<file path="config.mk">
export PLATFORM = sky130hd
export DESIGN_NAME = mul_div_unit
export DESIGN_NICKNAME = d
export VERILOG_FILES = /design/src/rtl/mips_muldiv_pkg.sv /design/src/rtl/muldiv_step.sv /design/src/rtl/mul_div_unit.sv
export SDC_FILE = /design/constraint.sdc
export NUM_CORES = 1
export LEC_CHECK = 0
export CORE_UTILIZATION = 52
export CTS_CLUSTER_DIAMETER = 120
export DETAILED_ROUTE_END_ITERATION = 8
export GPL_ROUTABILITY_DRIVEN = 0
export PLACE_DENSITY_LB_ADDON = 0.15
export SETUP_SLACK_MARGIN = 0.05
export SYNTH_ARGS = -nofsm -noshare
export SYNTH_HDL_FRONTEND = slang
export SYNTH_SLANG_ARGS = --single-unit
</file>
<file path="constraint.sdc">
create_clock -name clk_i -period 3.6 [get_ports clk_i]
set_input_delay 0.9 -clock clk_i [delete_from_list [all_inputs] [get_ports clk_i]]
set_output_delay 0.9 -clock clk_i [all_outputs]
set_load 0.005 [all_outputs]
</file>
<file path="src/rtl/mips_muldiv_pkg.sv">
// Shared definitions for the multi-cycle multiply/divide engine.
// Contents:
//   op_e      - operation encodings as presented on op_i
//   state_e   - engine FSM states
//   ITER      - number of iterations for a 32-bit operation
//   op_is_div / op_is_signed - operation class decode helpers
package mips_muldiv_pkg;

    typedef enum logic [1:0] {
        OP_MULT  = 2'b00,
        OP_MULTU = 2'b01,
        OP_DIV   = 2'b10,
        OP_DIVU  = 2'b11
    } op_e;

    typedef enum logic [1:0] {
        S_IDLE = 2'b00,
        S_CALC = 2'b01,
        S_SIGN = 2'b10,
        S_DONE = 2'b11
    } state_e;

    localparam int ITER = 32;

    function automatic logic op_is_div(input op_e op);
        return (op == OP_DIV) || (op == OP_DIVU);
    endfunction

    function automatic logic op_is_signed(input op_e op);
        return (op == OP_MULT) || (op == OP_DIV);
    endfunction

endpackage

</file>
<file path="src/rtl/muldiv_step.sv">
// One iteration of the unsigned multiply/divide core (purely combinational).
// Ports:
//   div_i  - 1: restoring-divide step, 0: shift-add multiply step
//   acc_i  - current accumulator {upper half, lower half}
//   opb_i  - multiplicand (multiply) or divisor (divide), unsigned magnitude
//   acc_o  - accumulator after this iteration
// Multiply: upper half is the partial product, lower half holds the
// not-yet-consumed multiplier bits. Divide: upper half is the partial
// remainder, lower half shifts dividend bits out and quotient bits in.
// The carry/borrow bit that makes the working width 2*size+1 lives only in
// the intermediate sum and remainder candidate; it is never needed between
// iterations because the stored remainder is always below the divisor and
// the shifted partial product always fits.
module muldiv_step
    import mips_muldiv_pkg::*;
#(
    parameter int size = 32
) (
    input  logic                div_i,
    input  logic [2*size-1:0]   acc_i,
    input  logic [size-1:0]     opb_i,
    output logic [2*size-1:0]   acc_o
);

    logic [size:0]   sum;
    logic [size:0]   rem_sh;
    logic [size-1:0] diff;

    always_comb begin
        sum    = {1'b0, acc_i[2*size-1:size]} + {1'b0, opb_i};
        // Partial remainder shifted left with the next dividend bit appended.
        rem_sh = acc_i[2*size-1:size-1];
        // The true difference is below the divisor whenever it is kept, so
        // modulo-2^size subtraction yields the exact new remainder.
        diff   = rem_sh[size-1:0] - opb_i;
        acc_o  = acc_i;
        if (div_i) begin
            if (rem_sh >= {1'b0, opb_i}) begin
                acc_o = {diff, acc_i[size-2:0], 1'b1};
            end else begin
                acc_o = {acc_i[2*size-2:0], 1'b0};
            end
        end else begin
            if (acc_i[0]) begin
                acc_o = {sum, acc_i[size-1:1]};
            end else begin
                acc_o = {1'b0, acc_i[2*size-1:1]};
            end
        end
    end

endmodule

</file>
<file path="src/rtl/mul_div_unit.sv">
// MULT/MULTU/DIV/DIVU engine with the architectural HI/LO register pair.
// Operands are reduced to magnitudes at launch, iterated unsigned for `iter`
// cycles, then sign-corrected in a single SIGN cycle before HI/LO update.
// Ports:
//   clk_i, rst_i          - clock, synchronous active-high reset
//   start_i, op_i         - launch request and operation (accepted in IDLE/DONE)
//   rs_data_i, rt_data_i  - multiplicand/dividend, multiplier/divisor
//   abort_i               - kill the in-flight operation (CALC/SIGN only)
//   hi_we_i, lo_we_i, wdata_i - MTHI/MTLO writes, honoured while not busy
//   busy_o                - operation in progress (CALC, SIGN)
//   done_o                - one-cycle pulse after HI/LO take a result
//   hi_o, lo_o            - HI and LO registers
module mul_div_unit
    import mips_muldiv_pkg::*;
#(
    parameter int size = 32,
    parameter int iter = ITER
) (
    input  logic            clk_i,
    input  logic            rst_i,
    input  logic            start_i,
    input  logic [1:0]      op_i,
    input  logic [size-1:0] rs_data_i,
    input  logic [size-1:0] rt_data_i,
    input  logic            abort_i,
    input  logic            hi_we_i,
    input  logic            lo_we_i,
    input  logic [size-1:0] wdata_i,
    output logic            busy_o,
    output logic            done_o,
    output logic [size-1:0] hi_o,
    output logic [size-1:0] lo_o
);

    localparam int CNT_W = $clog2(iter);

    function automatic logic [size-1:0] abs_val(input logic [size-1:0] v, input logic sgn);
        logic signed [size-1:0] sv;
        sv = v;
        if (sgn && (sv < 0)) begin
            return -sv;
        end
        return v;
    endfunction

    function automatic logic [size-1:0] cond_neg(input logic [size-1:0] v, input logic n);
        logic signed [size-1:0] sv;
        sv = v;
        return n ? -sv : sv;
    endfunction

    function automatic logic [2*size-1:0] cond_neg_wide(input logic [2*size-1:0] v, input logic n);
        logic signed [2*size-1:0] sv;
        sv = v;
        return n ? -sv : sv;
    endfunction

    state_e            state_q;
    logic [CNT_W-1:0]  cnt_q;
    logic [size-1:0]   hi_q;
    logic [size-1:0]   lo_q;

    logic [2*size-1:0] acc_q;
    logic [2*size-1:0] acc_d;
    logic [size-1:0]   opb_q;
    logic              div_q;
    logic              neg_lo_q;   // product sign (multiply) or quotient sign
    logic              neg_hi_q;   // remainder sign (divide only)

    logic [size-1:0]   hi_res_d;
    logic [size-1:0]   lo_res_d;

    op_e               op_in;
    logic              in_div;
    logic              in_sgn;
    logic              div_zero;
    logic              accept;

    assign op_in    = op_e'(op_i);
    assign in_div   = op_is_div(op_in);
    assign in_sgn   = op_is_signed(op_in);
    assign div_zero = in_div && (rt_data_i == '0);
    assign accept   = ((state_q == S_IDLE) || (state_q == S_DONE)) && start_i;

    muldiv_step #(.size(size)) u_step (
        .div_i (div_q),
        .acc_i (acc_q),
        .opb_i (opb_q),
        .acc_o (acc_d)
    );

    // Final sign correction applied in the SIGN cycle.
    always_comb begin
        hi_res_d = '0;
        lo_res_d = '0;
        if (div_q) begin
            hi_res_d = cond_neg(acc_q[2*size-1:size], neg_hi_q);
            lo_res_d = cond_neg(acc_q[size-1:0], neg_lo_q);
        end else begin
            {hi_res_d, lo_res_d} = cond_neg_wide(acc_q, neg_lo_q);
        end
    end

    // Control and architectural state.
    always_ff @(posedge clk_i) begin
        if (rst_i) begin
            state_q <= S_IDLE;
            cnt_q   <= '0;
            hi_q    <= '0;
            lo_q    <= '0;
        end else begin
            case (state_q)
                S_IDLE, S_DONE: begin
                    if (hi_we_i) hi_q <= wdata_i;
                    if (lo_we_i) lo_q <= wdata_i;
                    if (start_i) begin
                        state_q <= S_CALC;
                        cnt_q   <= CNT_W'(iter - 1);
                    end else begin
                        state_q <= S_IDLE;
                    end
                end
                S_CALC: begin
                    if (abort_i) begin
                        state_q <= S_IDLE;
                    end else if (cnt_q == '0) begin
                        state_q <= S_SIGN;
                    end else begin
                        cnt_q <= cnt_q - 1'b1;
                    end
                end
                S_SIGN: begin
                    if (abort_i) begin
                        state_q <= S_IDLE;
                    end else begin
                        hi_q    <= hi_res_d;
                        lo_q    <= lo_res_d;
                        state_q <= S_DONE;
                    end
                end
                default: state_q <= S_IDLE;
            endcase
        end
    end

    // Datapath: magnitudes and sign flags at launch, one step per CALC cycle.
    // Divide by zero keeps the raw dividend and suppresses sign correction so
    // the iteration naturally yields HI=rs, LO=all ones.
    always_ff @(posedge clk_i) begin
        if (accept) begin
            acc_q    <= {{size{1'b0}}, div_zero ? rs_data_i : abs_val(rs_data_i, in_sgn)};
            opb_q    <= abs_val(rt_data_i, in_sgn);
            div_q    <= in_div;
            neg_lo_q <= in_sgn && !div_zero && (rs_data_i[size-1] ^ rt_data_i[size-1]);
            neg_hi_q <= in_sgn && !div_zero && rs_data_i[size-1];
        end else if (state_q == S_CALC) begin
            acc_q <= acc_d;
        end
    end

    assign busy_o = (state_q == S_CALC) || (state_q == S_SIGN);
    assign done_o = (state_q == S_DONE);
    assign hi_o   = hi_q;
    assign lo_o   = lo_q;

endmodule

</file>
Word level (Yosys, flattened, before mapping). Cells that the tools add are included.

Register bits after elaboration: 170. Output and inout port bits: 66. Word-level logic and storage cells: 91.

Multiplexer cells: 34. Bitwise logic cells: 1. Add/sub/neg operators: 8. $lt $le $gt $ge: 3. Equal/unequal tests: 12. Reductions and logical operators: 23.

Operator list (count): 32-bit two-way mux (15); 64-bit two-way mux (4); 32-bit negation (4); 32-bit case mux with 2 select lines (2); 32-bit by 1-bit < comparator with 1-bit output, second input constant (2); 64-bit negation (1); 32-bit by 32-bit adder with 33-bit output (1); 33-bit by 32-bit greater-or-equal comparator with 1-bit output (1); 32-bit zero test (1); 32-bit subtractor (1); 5-bit two-way mux (3); 2-bit != test, second input constant (6); 5-bit case mux with 2 select lines (1); 2-bit equality test, second input constant (4); 1-bit logical AND (7); 2-bit two-way mux (3); 2-bit case mux with 3 select lines (1); 3-bit AND reduction (2); 2-bit nonzero test (3); 5-bit zero test (1); 1-bit two-way mux (5); 5-bit by 1-bit subtractor with 5-bit output, second input constant (1); 2-bit zero test (2); 1-bit logical OR (4); other kinds (6) (6).

Logic depth before layout (Yosys ltp).
Depth in word-level cells: 8. Depth in mapped cells: 13. Gate-level depth less buffers: 13.

Modules after synthesis. From an unflattened synthesis, not the netlist that was laid out.

Cells, all modules: 1969. Area total of the unflattened synthesis: 15302.2 µm².

By module, submodules not included: mul_div_unit (area an instance 10292.4 µm², times used 1, cells each 1236); muldiv_step (area an instance 5009.8 µm², times used 1, cells each 733).

Worst setup path before layout. OpenSTA, ideal clock, no wires.

Kind: input -> register. Start point: input port rs_data_i[4]. End point: register acc_q[26], data pin. Arrival time: 3.365 ns. Cell stages on the path: 8. Slack: -0.087 ns. Library setup time: 0.322 ns. Path buffers: 0. Cells stage by stage: or4_1 -> nor3_1 -> nand3_1 -> or4_1 -> or4_1 -> o41ai_1 -> xor2_1 -> a21oi_1.

Word-level cells in the longest chain between the ends: 7. Elaborated cells between the ends (all ways): 9.

RTL lines: start, declared (RTL line mul_div_unit.sv:23) `input logic [size-1:0] rs_data_i,`; 32-bit by 1-bit < comparator with 1-bit output (RTL line mul_div_unit.sv:40) `if (sgn && (sv < 0)) begin`; 1-bit logical AND (RTL line mul_div_unit.sv:40); 1-bit two-way mux (RTL line mul_div_unit.sv:40); 1-bit two-way mux (RTL line mul_div_unit.sv:150) `if (accept) begin`; 32-bit two-way mux (*) (RTL line mul_div_unit.sv:43) `return v;`; 32-bit two-way mux (*) (RTL line mul_div_unit.sv:151) `acc_q <= {{size{1'b0}}, div_zero ? rs_data_i : abs_val(rs_data_i, in_sgn)};`; 32-bit two-way mux (*) (RTL line mul_div_unit.sv:150); end signal, assigned (RTL line mul_div_unit.sv:151); end, declared (RTL line mul_div_unit.sv:63) `logic [2*size-1:0] acc_q;`.

Mark *: on every way between the ends. The rest lies on a longest branch, timed or not. The select of a mux whose other input is x is not followed. A chain may end at the register's enable or synchronous reset.

Worst setup path in the final report.
Start point: register acc_q[31]. End point: register acc_q[58].

Word-level cells in the longest chain between the ends: 3. Elaborated cells between the ends (all ways): 4.

RTL lines: 32-bit subtractor / 33-bit by 32-bit greater-or-equal comparator with 1-bit output (equally long branches) (RTL line muldiv_step.sv:35, muldiv_step.sv:38); 64-bit two-way mux (*) (RTL line muldiv_step.sv:38) `if (rem_sh >= {1'b0, opb_i}) begin`; 64-bit two-way mux (*) (RTL line muldiv_step.sv:37) `if (div_i) begin`.

Mark *: on every way between the ends. The rest lies on a longest branch, timed or not.

==> impl_results.md <==
- Worst Hold Margin: 0.473 ns
- Layout cells sized above 1: 10.3%
- Area Growth Syn to Fin: 24.6%
- Ys flop type: dfxtp_1
- Max Root-Sink Buffers: 2
- Final wirelength: 45800 um
- Die Span X: 167 um
- PortBufs: 169
- Largest cells by area after synthesis: dfxtp_1, edfxtp_1, a21oi_1
- Final std cells w/o fill: 2350
- Crit path cell chain: inv_1, ha_1, inv_1, fa_1, a211oi_1, o21ai_0, a41oi_1, buf_4, and4b_1, nor3_1, xor2_1, mux2_2, o221ai_1, a21oi_1
- Maximum number of pins on one net before global-route repair: 99
- Final Net Count: 2181
- Crit end category: flop
- Final core utilization: 66.7%
- Tightest Pin Transition: 1.07 ns
- Total Power: 9.99 mW
- Filler cells: 2282
- # setup viols final: 0
- Mapped Area: 14100 um2
- Die height: 167 um
- Yosys top cell area share: 14.6%
- Peak supply drop: 0.333 mV
- DRT antenna net count: 0
- Total CTS buffers: 17
- CP Launch Type: flop
- Largest area contributor in the netlist: dfxtp_1
- Final period utilization: 95.8%
- # DRC: 0
- Max-slew violations: 0
- Vias per inst: 6.27
- Critical Path Stages: 14
- CTS root buffer: clkbuf_16
- Cell family with most CP delay: compound AO/OA/AOI/OAI gates
- CP Capture Point: acc_q[58]$_SDFFE_PP0P_
- Vias in the first global route: 13500
- Synth cell types: 78
- Worst R2R Path Depth: 14
- Critical path class: flop to flop
- Num ports: 170
- FF-to-FF Start: acc_q[31]$_DFFE_PP_
- Syn_area_per_cell: 7.92 um2
- YS warnings: 0
- FF-to-FF setup slack: 0.15 ns
- WP data arrival: 3.77 ns
- Crit path launch: acc_q[31]$_DFFE_PP_
- Dpl hpwl: 34700 um
- Clk_skew: 0.0159 ns
- Largest family of logic cells by synthesized area: compound AO/OA/AOI/OAI gates
- Post-synthesis mux area share: 2.96%
- Reg-to-reg endpoint: acc_q[58]$_SDFFE_PP0P_
- Clock-pin transition on the worst setup and hold timing paths: 0.09 ns
- Number of synthesized register bits: 170
- Final global-route overflow total: 0
- DR iter-0 viols: 1653
- # diodes: 0
- First-pass GRT wire length: 71500 um
- Adder-Cell Fraction of Synth Area: 6.76%
- Initial Util: 53.5%
- GRT Util Overall: 32.3%
- Post-CTS Hold Buffers: 0
- Status: complete, no violations
- Post-synth EDFFs: 67
- Core ar.: 26400 um2
- Period minus WS final: 3.45 ns
- Max_slew headroom: 28.6%
- Worst path slowest cell: o21ai_0
- Initial antenna violation count: 0
- TritonCTS clock tree: built
- Post-Syn Instances: 1782
- DRT Pass-1 Iters: 6
- H-tree depth: 4
- CP Buf/Inv Count: 3
- Worst-path fanout max: 4
- Final Hold Vio Count: 0
- RSZ-0062 raised after global routing: no
- Placed insts: 2315
- Highest Clock Rate: 0.290 GHz
- Synth Area in XOR/XNOR: 10.4%
- FP Rows: 59
- Leak Pwr: 7.12 nW
- Max-cap violation count: 0
- Post-synthesis compound-gate area fraction: 26.7%
- Seq/Total Area, Yosys: 28.9%
- Critical path's most frequent cell: inv_1
- Simple logic cell fraction of the synthesized area: 19.5%
- Via count: 14700
- Worst hold path class: flop to flop
- WL/cell: 19.5 um
- Insertion delay to the later sink of the worst-skew pair: 0.45 ns
- Max incr delay on CP: 0.45 ns
- Synthesized net count: 1961
- Clock Sink Count: 170
- Die ar.: 27800 um2
- Asr flop ratio synth: 0%
- Pwr/cell area: 568 nW/um2
- Req. time, crit path: 3.93 ns
## cell usage in the layout, fill, tap and decap left out, drive strengths merged, types with 14 or more instances in the layout
master,netlist,routed
a211oi,108,108
a21o,27,27
a21oi,194,194
a31oi,14,14
buf,17,128
clkbuf,78,17
clkdlybuf4s50,0,160
dfxtp,103,103
edfxtp,67,67
ha,73,73
inv,71,81
mux2i,35,35
nand2,155,155
nand2b,16,16
nand3,38,38
nor2,186,186
nor2b,45,45
nor3,43,43
nor4,20,20
o211ai,15,15
o21ai,97,97
o31ai,26,26
or4,20,20
xnor2,58,58
xor2,110,110
## power by group
group | switching [mW] | internal, mW | total [mW]
Sequential | 0.390 | 2.43 | 2.82
Combinational | 2.99 | 2.20 | 5.19
Clock | 1.00 | 0.970 | 1.97
Total | 4.39 | 5.60 | 9.99
## flip-flops by register name (all words and copies together) (netlist names)
name / flops
neg_lo_q: 1
hi_o: 32
cnt_q: 5
lo_o: 32
neg_hi_q: 1
opb_q: 32
state_q: 2
acc_q: 64
div_q: 1
## routing by layer
| metal | vias to the layer above | part of all wire, % | global-route usage (%) | routed length, um |
|---|---|---|---|---|
| met2 | 714 | 44 | 50.7 | 20400 |
| met5 | - | 0 | 0 | 0 |
| met4 | 0 | 2.7 | 10.5 | 1240 |
| met1 | 6917 | 44 | 45.5 | 20200 |
| met3 | 91 | 8.8 | 4.56 | 4010 |
| li1 | 7011 | - | - | - |
## synthesized netlist by cell type, types with 6 or more instances
| cell type | instances |
|---|---|
| a21oi_1 | 193 |
| nor2_1 | 186 |
| nand2_1 | 155 |
| xor2_1 | 110 |
| a211oi_1 | 108 |
| dfxtp_1 | 103 |
| o21ai_0 | 94 |
| clkbuf_1 | 76 |
| ha_1 | 73 |
| inv_1 | 71 |
| edfxtp_1 | 67 |
| xnor2_1 | 58 |
| nor2b_1 | 45 |
| nor3_1 | 43 |
| nand3_1 | 38 |
| mux2i_1 | 35 |
| a21o_1 | 27 |
| o31ai_1 | 26 |
| nor4_1 | 19 |
| nand2b_1 | 16 |
| or4_1 | 16 |
| o211ai_1 | 15 |
| a31oi_1 | 13 |
| or3_1 | 12 |
| o41ai_1 | 11 |
| a211o_1 | 9 |
| a311oi_1 | 9 |
| o21a_1 | 9 |
| buf_1 | 8 |
| a31o_2 | 7 |
| and2_1 | 7 |
| and3_1 | 7 |
| nand4_1 | 7 |
| o21bai_1 | 7 |
| a32o_1 | 6 |
| mux2_2 | 6 |
| nand3b_1 | 6 |
## stage by stage
step	cell area (um2)	setup slack, ns	TNS [ns]
3_5_place_dp	16800	-0.523	-9.25
3_3_place_gp	16800	-0.458	-7.23
4_1_cts	17500	0.0454	0
2_1_floorplan	14100	0.0563	0
5_1_grt	17600	0.0506	0
6_report	17600	0.153	0
## cell families (layout without fill, tap and decap cells)
| kind of cell | count (synthesis) | in the layout |
|---|---|---|
| mux | 41 | 41 |
| xor+xnor | 168 | 168 |
| simple gates | 578 | 578 |
| fa+ha+maj | 75 | 75 |
| flops | 170 | 170 |
| buf+inv | 167 | 400 |
| compound gates | 583 | 583 |
## final cells by class
class,instances,area [um2],area share [%]
Clock buffer,17,425,2.42
Clock inverter,15,201,1.15
Inverter,72,272,1.54
Multi-Input combinational cell,1445,9500,54.0
Sequential cell,170,4080,23.2
Tap cell,335,419,2.38
Timing Repair Buffer,296,2700,15.3
## tightest hold or removal path: stages, from the launching register on
cell     delay (ns)
dfxtp_1        0.32
nand2_1        0.05
a21oi_1        0.05
## worst min-delay path by stage
| stage | depth (start not counted) | to | slack [ns] | startpoint |
|---|---|---|---|---|
| after floorplan | 2 | hi_o[28]$_SDFFE_PP0P_ | 0.45 | hi_o[28]$_SDFFE_PP0P_ |
| after global placement | 2 | hi_o[3]$_SDFFE_PP0P_ | 0.45 | hi_o[3]$_SDFFE_PP0P_ |
| after detailed placement | 2 | hi_o[3]$_SDFFE_PP0P_ | 0.45 | hi_o[3]$_SDFFE_PP0P_ |
| after CTS | 2 | hi_o[3]$_SDFFE_PP0P_ | 0.47 | hi_o[3]$_SDFFE_PP0P_ |
| after global routing | 2 | hi_o[27]$_SDFFE_PP0P_ | 0.49 | hi_o[27]$_SDFFE_PP0P_ |
| final | 2 | hi_o[3]$_SDFFE_PP0P_ | 0.47 | hi_o[3]$_SDFFE_PP0P_ |
## repair_timing
item | in CTS | in global routing
pin swaps | 0 | 12
hold endpoints to repair | 0 | 0
setup buffers | 0 | 3
gates resized for setup | 7 | 24
gates cloned | 0 | 0
setup endpoints to repair | 6 | 42
(Power assumes the default switching activity.)
